## config.mk

```make
export PLATFORM = sky130hd
export DESIGN_NAME = stream_rr_arbiter
export DESIGN_NICKNAME = d
export VERILOG_FILES = /design/src/rtl/stream_arb_pkg.sv /design/src/rtl/skid_register.sv /design/src/rtl/stream_rr_arbiter.sv
export SDC_FILE = /design/constraint.sdc
export NUM_CORES = 1
export LEC_CHECK = 0
export BUFFER_PORTS_ARGS = -buffer_cell sky130_fd_sc_hd__buf_2
export CAP_MARGIN = 30
export CORE_UTILIZATION = 54
export DETAILED_ROUTE_END_ITERATION = 7
export GPL_ROUTABILITY_DRIVEN = 1
export MAX_ROUTING_LAYER = met4
export PLACE_DENSITY_LB_ADDON = 0.1
export SYNTH_ARGS = -nofsm -noshare
export SYNTH_HDL_FRONTEND = slang
export SYNTH_HIERARCHICAL = 1
export SYNTH_SLANG_ARGS = --single-unit
```

## constraint.sdc

```tcl
create_clock -name clk -period 5.57 [get_ports clk]
set_clock_uncertainty 0.15 [all_clocks]
set_input_delay 0.2785 -clock clk [delete_from_list [all_inputs] [get_ports clk]]
set_output_delay 0.2785 -clock clk [all_outputs]
set_load 0.05 [all_outputs]
```

## src/rtl/stream_arb_pkg.sv

```systemverilog
// stream_arb_pkg: lock-state encoding and round-robin search shared by the arbiter
package stream_arb_pkg;

    typedef enum logic {IDLE = 1'b0, LOCKED = 1'b1} lock_state_e;

    localparam int MAX_REQ = 16;

    // First set bit of val searching upward from last+1 with wrap-around over n requesters
    function automatic logic [3:0] rr_pick(input logic [MAX_REQ-1:0] val, input logic [3:0] last, input int n);
        rr_pick = last;
        for (int k = MAX_REQ; k >= 1; k--)
            if (k <= n && val[(int'(last) + k) % n])
                rr_pick = 4'((int'(last) + k) % n);
    endfunction

endpackage

```

## src/rtl/skid_register.sv

```systemverilog
// skid_register: two-entry valid/ready output stage (output register plus skid)
module skid_register #(
    parameter int WIDTH = 8
) (
    input  logic             clk,
    input  logic             rst,
    input  logic [WIDTH-1:0] up_data,
    input  logic             up_val,
    output logic             up_rdy,
    output logic [WIDTH-1:0] dn_data,
    output logic             dn_val,
    input  logic             dn_rdy
);

    logic             out_val, skid_val, rdy, load, xfer;
    logic [WIDTH-1:0] out_data, skid_data;

    assign load    = ~out_val | dn_rdy;
    assign xfer    = up_val & rdy;
    assign up_rdy  = rdy;
    assign dn_val  = out_val;
    assign dn_data = out_data;

    // Occupancy and registered ready; ready stays low for the first cycle after reset
    always_ff @(posedge clk) begin
        if (rst) begin
            out_val  <= 1'b0;
            skid_val <= 1'b0;
            rdy      <= 1'b0;
        end else begin
            rdy <= load | ~(skid_val | xfer);
            if (load) begin
                out_val  <= skid_val | xfer;
                skid_val <= 1'b0;
            end else if (xfer) begin
                skid_val <= 1'b1;
            end
        end
    end

    // Payload registers: output drains the skid first to keep beat order
    always_ff @(posedge clk) begin
        if (load)
            out_data <= skid_val ? skid_data : up_data;
        if (xfer && !load)
            skid_data <= up_data;
    end

endmodule

```

## src/rtl/stream_rr_arbiter.sv

```systemverilog
// stream_rr_arbiter: round-robin N-to-1 stream arbiter; STREAM_ARB_PKT_LOCK_EN adds packet locking
module stream_rr_arbiter
    import stream_arb_pkg::*;
#(
    parameter int NUM_REQ    = 4,
    parameter int DATA_WIDTH = 8
) (
    input  logic                          clk,
    input  logic                          rst,
    input  logic [NUM_REQ*DATA_WIDTH-1:0] up_bus,
    input  logic [NUM_REQ-1:0]            up_val,
    input  logic [NUM_REQ-1:0]            up_last,
    output logic [NUM_REQ-1:0]            up_rdy,
    output logic [DATA_WIDTH-1:0]         dn_bus,
    output logic [$clog2(NUM_REQ)-1:0]    dn_src,
    output logic                          dn_last,
    output logic                          dn_val,
    input  logic                          dn_rdy
);

    localparam int IW = $clog2(NUM_REQ);
    localparam int PW = DATA_WIDTH + IW + 1;

    logic [IW-1:0] last_grant, rr, winner;
    logic          sel_val, stage_rdy, xfer;
    logic [PW-1:0] stage_in, stage_out;

    assign rr       = IW'(rr_pick(MAX_REQ'(up_val), 4'(last_grant), NUM_REQ));
    assign sel_val  = up_val[winner];
    assign xfer     = sel_val & stage_rdy;
    assign up_rdy   = xfer ? NUM_REQ'(1) << winner : '0;
    assign stage_in = {winner, up_last[winner], up_bus[winner*DATA_WIDTH +: DATA_WIDTH]};
    assign {dn_src, dn_last, dn_bus} = stage_out;

`ifdef STREAM_ARB_PKT_LOCK_EN
    lock_state_e   state;
    logic [IW-1:0] lock_id;

    assign winner = (state == LOCKED) ? lock_id : rr;

    // Packet lock FSM: hold the grant until the locked requester sends its last beat
    always_ff @(posedge clk) begin
        if (rst) begin
            state      <= IDLE;
            lock_id    <= '0;
            last_grant <= IW'(NUM_REQ - 1);
        end else if (xfer) begin
            if (up_last[winner]) begin
                state      <= IDLE;
                last_grant <= winner;
            end else begin
                state   <= LOCKED;
                lock_id <= winner;
            end
        end
    end
`else
    assign winner = rr;

    // Round-robin pointer advances only when a beat is actually accepted
    always_ff @(posedge clk) begin
        if (rst)
            last_grant <= IW'(NUM_REQ - 1);
        else if (xfer)
            last_grant <= winner;
    end
`endif

    skid_register #(.WIDTH(PW)) u_stage (
        .clk     (clk),
        .rst     (rst),
        .up_data (stage_in),
        .up_val  (sel_val),
        .up_rdy  (stage_rdy),
        .dn_data (stage_out),
        .dn_val  (dn_val),
        .dn_rdy  (dn_rdy)
    );

endmodule

```

## Yosys cells after proc, flatten, opt, wreduce, memory -nomap -nowiden

Index checks and enable logic that the tools add are counted.

- Register bits: 27
- Bits of input ports: 43
- Word-level logic and storage cells: 56

- Add/sub/neg operators: 4
- $lt $le $gt $ge: 5
- Shift-type cells: 2
- Muxes and demuxes: 22
- Bitwise operators: 10
- Reductions and logical operators: 7

Operators by type and width:

| kind | number |
|---|---|
| $shiftx 32x6->8 | 1 |
| $lt 3x6->1 const B | 4 |
| $bmux 1 s3 | 4 |
| $mux 11 | 1 |
| $mux 1 | 10 |
| $reduce_or 2->1 | 5 |
| $mux 2 | 4 |
| $add 2x1->2 const B | 2 |
| $add 2x2->2 const B | 2 |
| $and 1x1->1 const A | 4 |
| $bmux 1 s2 | 2 |
| $mux 4 | 1 |
| $shl 1x2->4 const A | 1 |
| $lt 2x3->1 const B | 1 |
| $or 1x1->1 | 3 |
| $not 1->1 | 2 |
| $and 1x1->1 | 1 |
| $logic_and 1x1->1 | 1 |
| $logic_not 1->1 | 1 |

## Longest topological paths before layout

Gate-level depths: netlist of the first run.

- Depth in word-level cells: 16
- Gate-level depth with buffers: 8
- Depth with buffers taken out: 5

## Hierarchy

Netlist of the first run, hierarchy kept.

By module, submodules not included:

| module | instances | cells an instance | area each (µm²) |
|---|---|---|---|
| skid_register | 1 | 44 | 932.1 |
| stream_rr_arbiter | 1 | 110 | 802.0 |

## Worst setup path after synthesis of the first run

Ideal clock, no wire load.

- Path kind: register -> output
- Start point: reg last_grant[0]
- End point: out up_rdy[2]
- Data arrival time: 2.182 ns
- Required time: 5.142 ns
- Path slack: 2.960 ns
- Cell stages (with the launch flop): 6
- Cells stage by stage: dfxtp_1 > inv_2 > o32a_1 > buf_6 > and2_4 > nor3_1

- Cells in the longest elaborated chain, start to end: 14
- Elaborated cells on any way between the ends: 33

Ends and longest elaborated chain:

| what | RTL line | text |
|---|---|---|
| start: declaration | stream_rr_arbiter.sv:24 | `logic [IW-1:0] last_grant, rr, winner;` |
| start signal: assignment | stream_rr_arbiter.sv:63 | `last_grant <= IW'(NUM_REQ - 1);` |
| start signal: assignment | stream_rr_arbiter.sv:65 | `last_grant <= winner;` |
| $add 2x1->2 | stream_arb_pkg.sv:12, stream_arb_pkg.sv:13 |  |
| $reduce_or 2->1 (no source line) | - |  |
| $and 1x1->1 (no source line) | - |  |
| $bmux 1 s3 | stream_arb_pkg.sv:12 | `if (k <= n && val[(int'(last) + k) % n])` |
| $mux 1 (implied by the code) (2 in a row) | stream_arb_pkg.sv:12 |  |
| $mux 2 (3 in a row) | stream_arb_pkg.sv:12 |  |
| $mux 2 * | stream_arb_pkg.sv:12 |  |
| $bmux 1 s2 | stream_rr_arbiter.sv:29 | `assign sel_val = up_val[winner];` |
| $mux 1 (implied by the code) | stream_rr_arbiter.sv:29 |  |
| $and 1x1->1 | stream_rr_arbiter.sv:30 | `assign xfer = sel_val & stage_rdy;` |
| $mux 4 * | stream_rr_arbiter.sv:31 | `assign up_rdy = xfer ? NUM_REQ'(1) << winner : '0;` |
| end: declaration | stream_rr_arbiter.sv:13 | `output logic [NUM_REQ-1:0] up_rdy,` |

Mark *: on every way between the ends. The rest lies on a longest branch, timed or not. The select of a mux whose other input is x is not followed.

## Worst setup path in the final report of the first run

- Start point: reg last_grant[1]
- End point: out up_rdy[0]

- Cells in the longest elaborated chain, start to end: 14
- Elaborated cells on any way between the ends: 33

Ends and longest elaborated chain:

| what | RTL line |
|---|---|
| $add 2x1->2 | stream_arb_pkg.sv:12 |
| $reduce_or 2->1 (no source line) | - |
| $and 1x1->1 (no source line) | - |
| $bmux 1 s3 | stream_arb_pkg.sv:12 |
| $mux 1 (implied by the code) (2 in a row) | stream_arb_pkg.sv:12 |
| $mux 2 (3 in a row) | stream_arb_pkg.sv:12 |
| $mux 2 * | stream_arb_pkg.sv:12 |
| via rr[0] | stream_rr_arbiter.sv:24 |
| $bmux 1 s2 | stream_rr_arbiter.sv:29 |
| $mux 1 (implied by the code) | stream_rr_arbiter.sv:29 |
| $and 1x1->1 | stream_rr_arbiter.sv:30 |
| $mux 4 * | stream_rr_arbiter.sv:31 |

The timed path passes the listed nets; every way through them passes the cells marked *. The select of a mux whose other input is x is not followed.

==> results of run 1 <==
==> Yosys cell counts, types with 2 or more instances <==
library cell               number
sky130_fd_sc_hd__inv_2          2
sky130_fd_sc_hd__inv_1         20
sky130_fd_sc_hd__buf_6          3
sky130_fd_sc_hd__nand2b_1       4
sky130_fd_sc_hd__a32oi_1       18
sky130_fd_sc_hd__nor3_2         2
sky130_fd_sc_hd__a211oi_1      18
sky130_fd_sc_hd__nand2_1        2
sky130_fd_sc_hd__dfxtp_1        5
sky130_fd_sc_hd__mux2_4        10
sky130_fd_sc_hd__edfxtp_1      22
sky130_fd_sc_hd__nor3_1         5
sky130_fd_sc_hd__nor2_1         2
sky130_fd_sc_hd__mux2i_1        9
sky130_fd_sc_hd__buf_4          3
sky130_fd_sc_hd__nand2_2        2
sky130_fd_sc_hd__buf_2          5
sky130_fd_sc_hd__nor2b_1        2
sky130_fd_sc_hd__a21oi_1        5
==> where the power goes <==
group / internal, uW / leakage, uW / total, uW / switching (uW)
Clock: 27.9 / 0.0000150 / 78.2 / 50.3
Combinational: 81.7 / 0.000631 / 234 / 152
Sequential: 251 / 0.000258 / 259 / 8.44
==> worst paths after layout <==
| check | start | end | slack [ns] | cells after the start |
|---|---|---|---|---|
| hold reg to reg | u_stage/skid_data[9]$_DFFE_PP_ | u_stage/dn_data[9]$_DFFE_PP_ | 0.42 | 1 |
| setup reg to reg | last_grant[1]$_SDFFE_PP1P_ | u_stage/dn_data[1]$_DFFE_PP_ | 2.88 | 5 |
| hold / removal | up_bus[8] | u_stage/skid_data[0]$_DFFE_PP_ | 0.29 | 3 |
| setup / recovery | last_grant[1]$_SDFFE_PP1P_ | up_rdy[0] | 2.35 | 6 |
==> layout by cell type, fill, tap and decap left out, types with 3 or more instances in the layout <==
cell type / count
sky130_fd_sc_hd__dfxtp_1: 5
sky130_fd_sc_hd__a32oi_1: 18
sky130_fd_sc_hd__a21oi_1: 5
sky130_fd_sc_hd__inv_1: 20
sky130_fd_sc_hd__mux2i_1: 9
sky130_fd_sc_hd__nand2b_1: 4
sky130_fd_sc_hd__mux2_4: 10
sky130_fd_sc_hd__edfxtp_1: 22
sky130_fd_sc_hd__buf_2: 58
sky130_fd_sc_hd__nor3_1: 5
sky130_fd_sc_hd__a211oi_1: 18
sky130_fd_sc_hd__clkbuf_4: 3
==> final cells by class <==
cell class              count  area [sq um]  share of cell area
inverters                  22         82.58             0.04067
repair buffers             59         300.3              0.1479
flip-flops and latches     27         760.7              0.3746
multi-input cells          93         805.8              0.3968
clock buffers               4         26.28             0.01294
well taps                  44         55.05             0.02711
==> metal layers <==
layer  vias up  GRT usage
met5         -          -
met2        61     0.3366
li1        695          -
met4         0    0.07483
met3         2   0.006593
met1       616     0.2582
==> timing repair <==
| item | in CTS | in global routing |
|---|---|---|
| endpoints found under the setup margin | 0 | 0 |
| hold buffers | 1 | 0 |
| hold endpoints to repair | 2 | 0 |
==> flip-flops by register name (all words and copies together) (netlist names) <==
register	cells
u_stage/dn_data	11
u_stage/skid_data	11
last_grant	2
u_stage/dn_val	1
u_stage/skid_val	1
u_stage/up_rdy	1
==> critical path, cell delays in order (launching register included) <==
cell and delay, ns:
sky130_fd_sc_hd__dfxtp_1 0.43, sky130_fd_sc_hd__nand2_2 0.30, sky130_fd_sc_hd__a21oi_1 0.16, sky130_fd_sc_hd__nor3_2 0.83, sky130_fd_sc_hd__inv_1 0.23, sky130_fd_sc_hd__nor3_1 0.24
sky130_fd_sc_hd__buf_2 0.29
==> per-stage QoR <==
step           instance area (sq um)  std cells  hold WS (ns)  worst slack (ns)  utilization
6_report                        2031        249        0.2909             2.348       0.6652
5_1_grt                         2031        249        0.3126             2.088       0.6652
4_1_cts                         2031        249        0.2901             2.343       0.6652
3_5_place_dp                    1994        244        0.3425             2.694       0.6533
3_3_place_gp                    1994        244        0.3282             2.825       0.6533
2_1_floorplan                   1734        154        0.1976             2.960            -
==> cells by family (layout without fill, tap and decap cells) <==
family	after synthesis	count (layout)
AO/OA/AOI/OAI	48	48
buffers and inverters	34	85
flip-flops	27	27
multiplexers	20	20
AND/OR/NAND/NOR	25	25
==> results.rst, run 1 <==
.. list-table::
   :header-rows: 1

   * - Metric
     - Value
   * - DRC
     - 0
   * - Average wire per standard cell
     - 13.12 microns
   * - Total die area
     - 3442 sq um
   * - Syn_nets
     - 197
   * - Final setup fails
     - 0
   * - Number of synthesized flops with an enable pin
     - 22
   * - Average vias per placed instance
     - 5.518
   * - Reported max-cap violation count
     - 0
   * - Synthesized cell area
     - 1734 sq um
   * - Pin count of the biggest net entering global routing
     - 20
   * - Sum of overflow across all layers after global routing
     - 0
   * - Share of synthesized registers carrying an async set or reset
     - 0
   * - Via Count
     - 1374
   * - Number of ports placed on the die boundary
     - 59
   * - Cell taking the most area after synthesis
     - sky130_fd_sc_hd__edfxtp_1
   * - Highest metal layer with signal wires
     - met4
   * - Layout cell share with drive strength beyond 1
     - 0.4098
   * - Number of buffers added by the clock tree synthesis step
     - 3
   * - Standby leakage power
     - 0.0009045 uW
   * - Core area
     - 3053 sq um
   * - Number of DRC markers in iteration 0
     - 40
   * - Final HPWL DP
     - 2555 microns
   * - Width of the chip
     - 58.67 microns
   * - Multiplexer area fraction after synthesis
     - 0.1450
   * - Buffers on Ports
     - 58
   * - Clock insertion delay at the later pin of the skew report
     - 0.31 ns
   * - Post_cts resized
     - 0
   * - P per Cell Area
     - 281.2 nW/um^2
   * - Number of slew-limit violations in the final report
     - 0
   * - Number of iterations in the first detailed-routing pass
     - 4
   * - Crit path max fanout
     - 19
   * - Share of the yosys chip area belonging to registers
     - 0.4387
   * - Transition time of the tightest slew-check pin
     - 1.039 ns
   * - CTS tree
     - built
   * - Aggregate routed wire length
     - 3268 microns
   * - Mapped Cells
     - 154
   * - Worst min path class
     - primary input to flip-flop
   * - Post-CTS Setup Repair Bufs
     - 0
   * - Crit path required time
     - 5.14 ns
   * - Overall power consumption
     - 571.0 uW
   * - Overall die height
     - 58.67 microns
   * - Largest cells by area after synthesis
     - sky130_fd_sc_hd__edfxtp_1 38%, sky130_fd_sc_hd__a32oi_1 9.1%, sky130_fd_sc_hd__mux2_4 8.7%
   * - Result of the run
     - completed
   * - Sinks on the clock net
     - 27
   * - CTS Root Cell
     - sky130_fd_sc_hd__clkbuf_4
   * - Unrepaired setup endpoints after global routing
     - no
   * - Type of element capturing the critical path
     - output port
   * - Adder-cell share of the synthesized area
     - 0
   * - Hold Violations, Final
     - 0
   * - # rows
     - 20
   * - Number of register bits inferred by synthesis
     - 27
   * - Relative slew slack
     - 0.3058
   * - Post-synth top area share
     - 0.3810
   * - Total track usage
     - 0.1997
   * - Total length of routed met3 wires
     - 186 microns
   * - VDD IR-drop max
     - 0.0001095 V
   * - Compound-cell area share of the yosys netlist
     - 0.2237
   * - Via count of the first global-routing pass
     - 1169
   * - Count of antenna-violating nets left after detailed routing
     - 0
   * - Wire length of the first global-routing pass
     - 5099 microns
   * - Synth Area in XOR/XNOR
     - 0
   * - Period minus WS final
     - 3.222 ns
   * - Clock slew at the register clock pins of the worst setup and hold paths
     - 0.13 ns
   * - Routability-driven placement congestion ratio
     - 0.7669
   * - Largest family of logic cells by synthesized area
     - compound AO/OA/AOI/OAI gates
   * - Post-synthesis simple-gate area fraction
     - 0.09596
   * - Number of distinct standard cells referenced by the synthesized netlist
     - 34
   * - Predominant post-synthesis flop cell
     - sky130_fd_sc_hd__edfxtp_1
   * - Number of filler instances in the final layout
     - 247
   * - Ys Warns
     - 6
   * - Highest achievable clock rate
     - 310.4 MHz
   * - WS Path Type
     - flip-flop to output port
   * - Number of levels in the clock H-tree
     - 1
   * - Critical Path Start Type
     - flip-flop
   * - Net count reported at finish
     - 249
   * - Number of antenna violations at the first check in global routing
     - 0
   * - Initial standard-cell utilization of the core
     - 0.5680
   * - Number of buffers on the longest clock path
     - 2
   * - Area grow syn2layout
     - 17.10%
   * - Final-layout setup total negative slack
     - 0 ns
   * - Routed length on met1
     - 1496 microns
   * - Arrival @ worst endpoint
     - 2.79 ns
   * - Total inserted antenna cells
     - 0
   * - Met2 routed WL
     - 1567 microns
   * - Share of the clock period used by the worst path
     - 0.5784
   * - Syn Area/Cell
     - 11.26 sq um
Power figures use the tool's default switching activity.
==> run 2: changes to the inputs <==
--- a/config.mk
+++ b/config.mk
@@ -7,7 +7,7 @@
 export LEC_CHECK = 0
 export BUFFER_PORTS_ARGS = -buffer_cell sky130_fd_sc_hd__buf_2
 export CAP_MARGIN = 30
-export CORE_UTILIZATION = 54
+export CORE_UTILIZATION = 45
 export DETAILED_ROUTE_END_ITERATION = 7
 export GPL_ROUTABILITY_DRIVEN = 1
 export MAX_ROUTING_LAYER = met4
==> constraint.sdc (replaced) <==
create_clock -name clk -period 2.6 [get_ports clk]
set_clock_uncertainty 0.15 [all_clocks]
set_input_delay 0.13 -clock clk [delete_from_list [all_inputs] [get_ports clk]]
set_output_delay 0.13 -clock clk [all_outputs]
set_load 0.05 [all_outputs]
==> run 2 against run 1 <==
Effect of this change: sequential power up 110%; wire length up 4.5%; via count grew 2.1%; total power is 130% higher; sequential share of layout area fell by 1.1 points; register-to-register slack worse by 2.5 ns; core utilization decreased by 9.8 points; largest power group unchanged.
==> results.rst, run 2 (synthesized netlist as in run 1, its figures left out) <==
.. list-table::
   :header-rows: 1

   * - Metric
     - Value
   * - Hold Violations, Final
     - 0 (unchanged)
   * - Number of antenna violations at the first check in global routing
     - 0 (unchanged)
   * - Sum of overflow across all layers after global routing
     - 0 (unchanged)
   * - Layout cell share with drive strength beyond 1
     - 0.4286 (+0.01882)
   * - Worst Hold Launch
     - up_val[0]
   * - Number of buffers added by the clock tree synthesis step
     - 3 (unchanged)
   * - Reported max-cap violation count
     - 0 (unchanged)
   * - Post-layout worst setup margin
     - 0.2006 ns (-2.147 ns)
   * - Clock slew at the register clock pins of the worst setup and hold paths
     - 0.09 ns (-0.04 ns)
   * - Highest-delay cell along the critical path
     - sky130_fd_sc_hd__a31oi_4
   * - Unrepaired setup endpoints after global routing
     - no
   * - Via count of the first global-routing pass
     - 1240 (+6.1%)
   * - Highest achievable clock rate
     - 416.8 MHz
   * - Pin count of the biggest net entering global routing
     - 20 (unchanged)
   * - Initial standard-cell utilization of the core
     - 0.4701 (-0.09788)
   * - Worst flop-to-flop path startpoint
     - last_grant[1]$_SDFFE_PP1P_
   * - Average wire per standard cell
     - 13.24 microns (+0.88%)
   * - Number of slew-limit violations in the final report
     - 0 (unchanged)
   * - Wire length of the first global-routing pass
     - 5630 microns (+10%)
   * - Destination of the worst register-to-register timing path
     - u_stage/dn_data[1]$_DFFE_PP_
   * - Aggregate routed wire length
     - 3416 microns (+4.5%)
   * - Number of cells on the worst hold path
     - 4 (+1)
   * - Number of levels in the clock H-tree
     - 1 (unchanged)
   * - Buffers on Ports
     - 58 (unchanged)
   * - Ordered list of cells on the worst path
     - nand2b_4 -> a31oi_4 -> and2_4 -> inv_2 -> nor3_1 -> buf_2
   * - P per Cell Area
     - 614.2 nW/um^2 (+120%)
   * - Routability-driven placement congestion ratio
     - 0.7756 (+1.1%)
   * - CTS tree
     - built
   * - Reg-to-reg slack, setup
     - 0.36 ns (-2.52 ns)
   * - Total die area
     - 4106 sq um (+19%)
   * - Critical Path Start Type
     - flip-flop
   * - Number of DRC markers in iteration 0
     - 48 (+20%)
   * - Count of antenna-violating nets left after detailed routing
     - 0 (unchanged)
   * - Average vias per placed instance
     - 5.438 (-1.5%)
   * - Net count reported at finish
     - 254 (+2.0%)
   * - Result of the run
     - completed
   * - Final-layout setup total negative slack
     - 0 ns (unchanged)
   * - Transition time of the tightest slew-check pin
     - 0.8564 ns (-0.1828 ns)
   * - Clock insertion delay at the later pin of the skew report
     - 0.26 ns (-0.05 ns)
   * - # rows
     - 22 (+10%)
   * - Most common library cell in the layout ignoring fill and taps
     - sky130_fd_sc_hd__buf_2
   * - Stage delay of the slowest cell on the critical path
     - 0.47 ns (-0.36 ns)
   * - CTS Root Cell
     - sky130_fd_sc_hd__clkbuf_8
   * - VDD IR-drop max
     - 0.0002794 V (+160%)
   * - Sinks on the clock net
     - 27 (unchanged)
   * - Util after Layout
     - 0.5675 (-0.09766)
   * - Crit path required time
     - 2.32 ns (-2.82 ns)
   * - WHS
     - 0.1958 ns (-0.09504 ns)
   * - Crit path max fanout
     - 19 (unchanged)
   * - Width of the chip
     - 64.08 microns (+9.2%)
   * - Overall die height
     - 64.08 microns (+9.2%)
   * - Area grow syn2layout
     - 20.71%
   * - Total inserted antenna cells
     - 0 (unchanged)
   * - Endpoint with the worst hold slack
     - last_grant[0]$_SDFFE_PP1P_
   * - Worst r2r path cells
     - 6 (+1)
   * - WS Path Type
     - flip-flop to output port
   * - Final HPWL DP
     - 2581 microns (+1.0%)
   * - DRC
     - 0 (unchanged)
   * - Number of iterations in the first detailed-routing pass
     - 4 (unchanged)
   * - Most frequent cells in the layout
     - 58 x sky130_fd_sc_hd__buf_2, 22 x sky130_fd_sc_hd__edfxtp_1, 20 x sky130_fd_sc_hd__inv_1
   * - Type of element capturing the critical path
     - output port
   * - Arrival @ worst endpoint
     - 2.12 ns (-0.67 ns)
   * - Final setup fails
     - 0 (unchanged)
   * - Post-Place Setup Slack
     - 0.3249 ns (-2.369 ns)
   * - Core area
     - 3689 sq um (+21%)
   * - Share of the clock period used by the worst path
     - 0.9228
   * - Number of buffers on the longest clock path
     - 2 (unchanged)
   * - Number of filler instances in the final layout
     - 328 (+33%)
   * - Relative slew slack
     - 0.4269 (+0.1212)
   * - Total track usage
     - 0.1802 (-0.01950)
   * - Worst min path class
     - primary input to flip-flop
   * - Via Count
     - 1403 (+2.1%)
   * - Period minus WS final
     - 2.399 ns
   * - Standby leakage power
     - 0.0009373 uW (+3.6%)
   * - Number of ports placed on the die boundary
     - 59 (unchanged)
-- run 2: cell count changes in the layout (fill, tap and decap cells not counted), sizes merged --
cell / change
buf: +5
-- run 2: cell type report --
class | instances | area [sq um] | area share
clock buffer | 4 | 45.04 | 0.02152
inverter | 22 | 82.58 | 0.03945
multi-input combinational | 93 | 807.0 | 0.3855
sequential | 27 | 760.7 | 0.3634
tap | 48 | 60.06 | 0.02869
timing repair buffer | 64 | 337.8 | 0.1614
-- run 2: repair_timing --
item / CTS / global route
setup buffers: 0 / 0
hold buffers: 1 / 0
endpoints found under the setup margin: 0 / 2
gates resized for setup: 0 / 1
endpoints found under the hold margin: 4 / 0
-- run 2: worst max path at each step --
stage | start | end | slack, ns | cells after the start
after floorplan | last_grant[0]$_SDFFE_PP1P_ | up_rdy[2] | 0.14 | 5
after global placement | last_grant[1]$_SDFFE_PP1P_ | up_rdy[0] | 0.40 | 6
after detailed placement | last_grant[1]$_SDFFE_PP1P_ | up_rdy[0] | 0.32 | 6
after CTS | last_grant[1]$_SDFFE_PP1P_ | up_rdy[0] | 0.005 | 6
after global routing | last_grant[1]$_SDFFE_PP1P_ | up_rdy[0] | 0.05 | 6
final | last_grant[1]$_SDFFE_PP1P_ | up_rdy[0] | 0.20 | 6
-- run 2: metrics by stage --
step           cell area (sq um)  std cells  power (uW)
2_1_floorplan               1734        154       967.2
3_3_place_gp                2037        253        1063
3_5_place_dp                2037        253        1075
4_1_cts                     2092        258        1299
5_1_grt                     2093        258        1350
6_report                    2093        258        1286
-- run 2: report_power, final --
part           total, uW  leakage (uW)  switching (uW)  internal (uW)
logic                508      0.000656             326            182
registers            556      0.000258            18.5            537
clock network        222     0.0000228             113            109
-- run 2: worst max-delay path, delay by kind of cell (launching register included) --
| kind | cells | cell delay (ns) |
|---|---|---|
| compound gates | 1 | 0.47 |
| flops | 1 | 0.41 |
| buf+inv | 2 | 0.34 |
| simple gates | 3 | 0.63 |
-- run 2: routing by layer --
metal  track usage  vias to the layer above  share of wire
met5             -                        -              0
met4       0.06818                        0         0.0079
met3      0.005357                        2          0.040
met2        0.2699                       43           0.47
met1        0.2593                      651           0.48
li1              -                      707              -
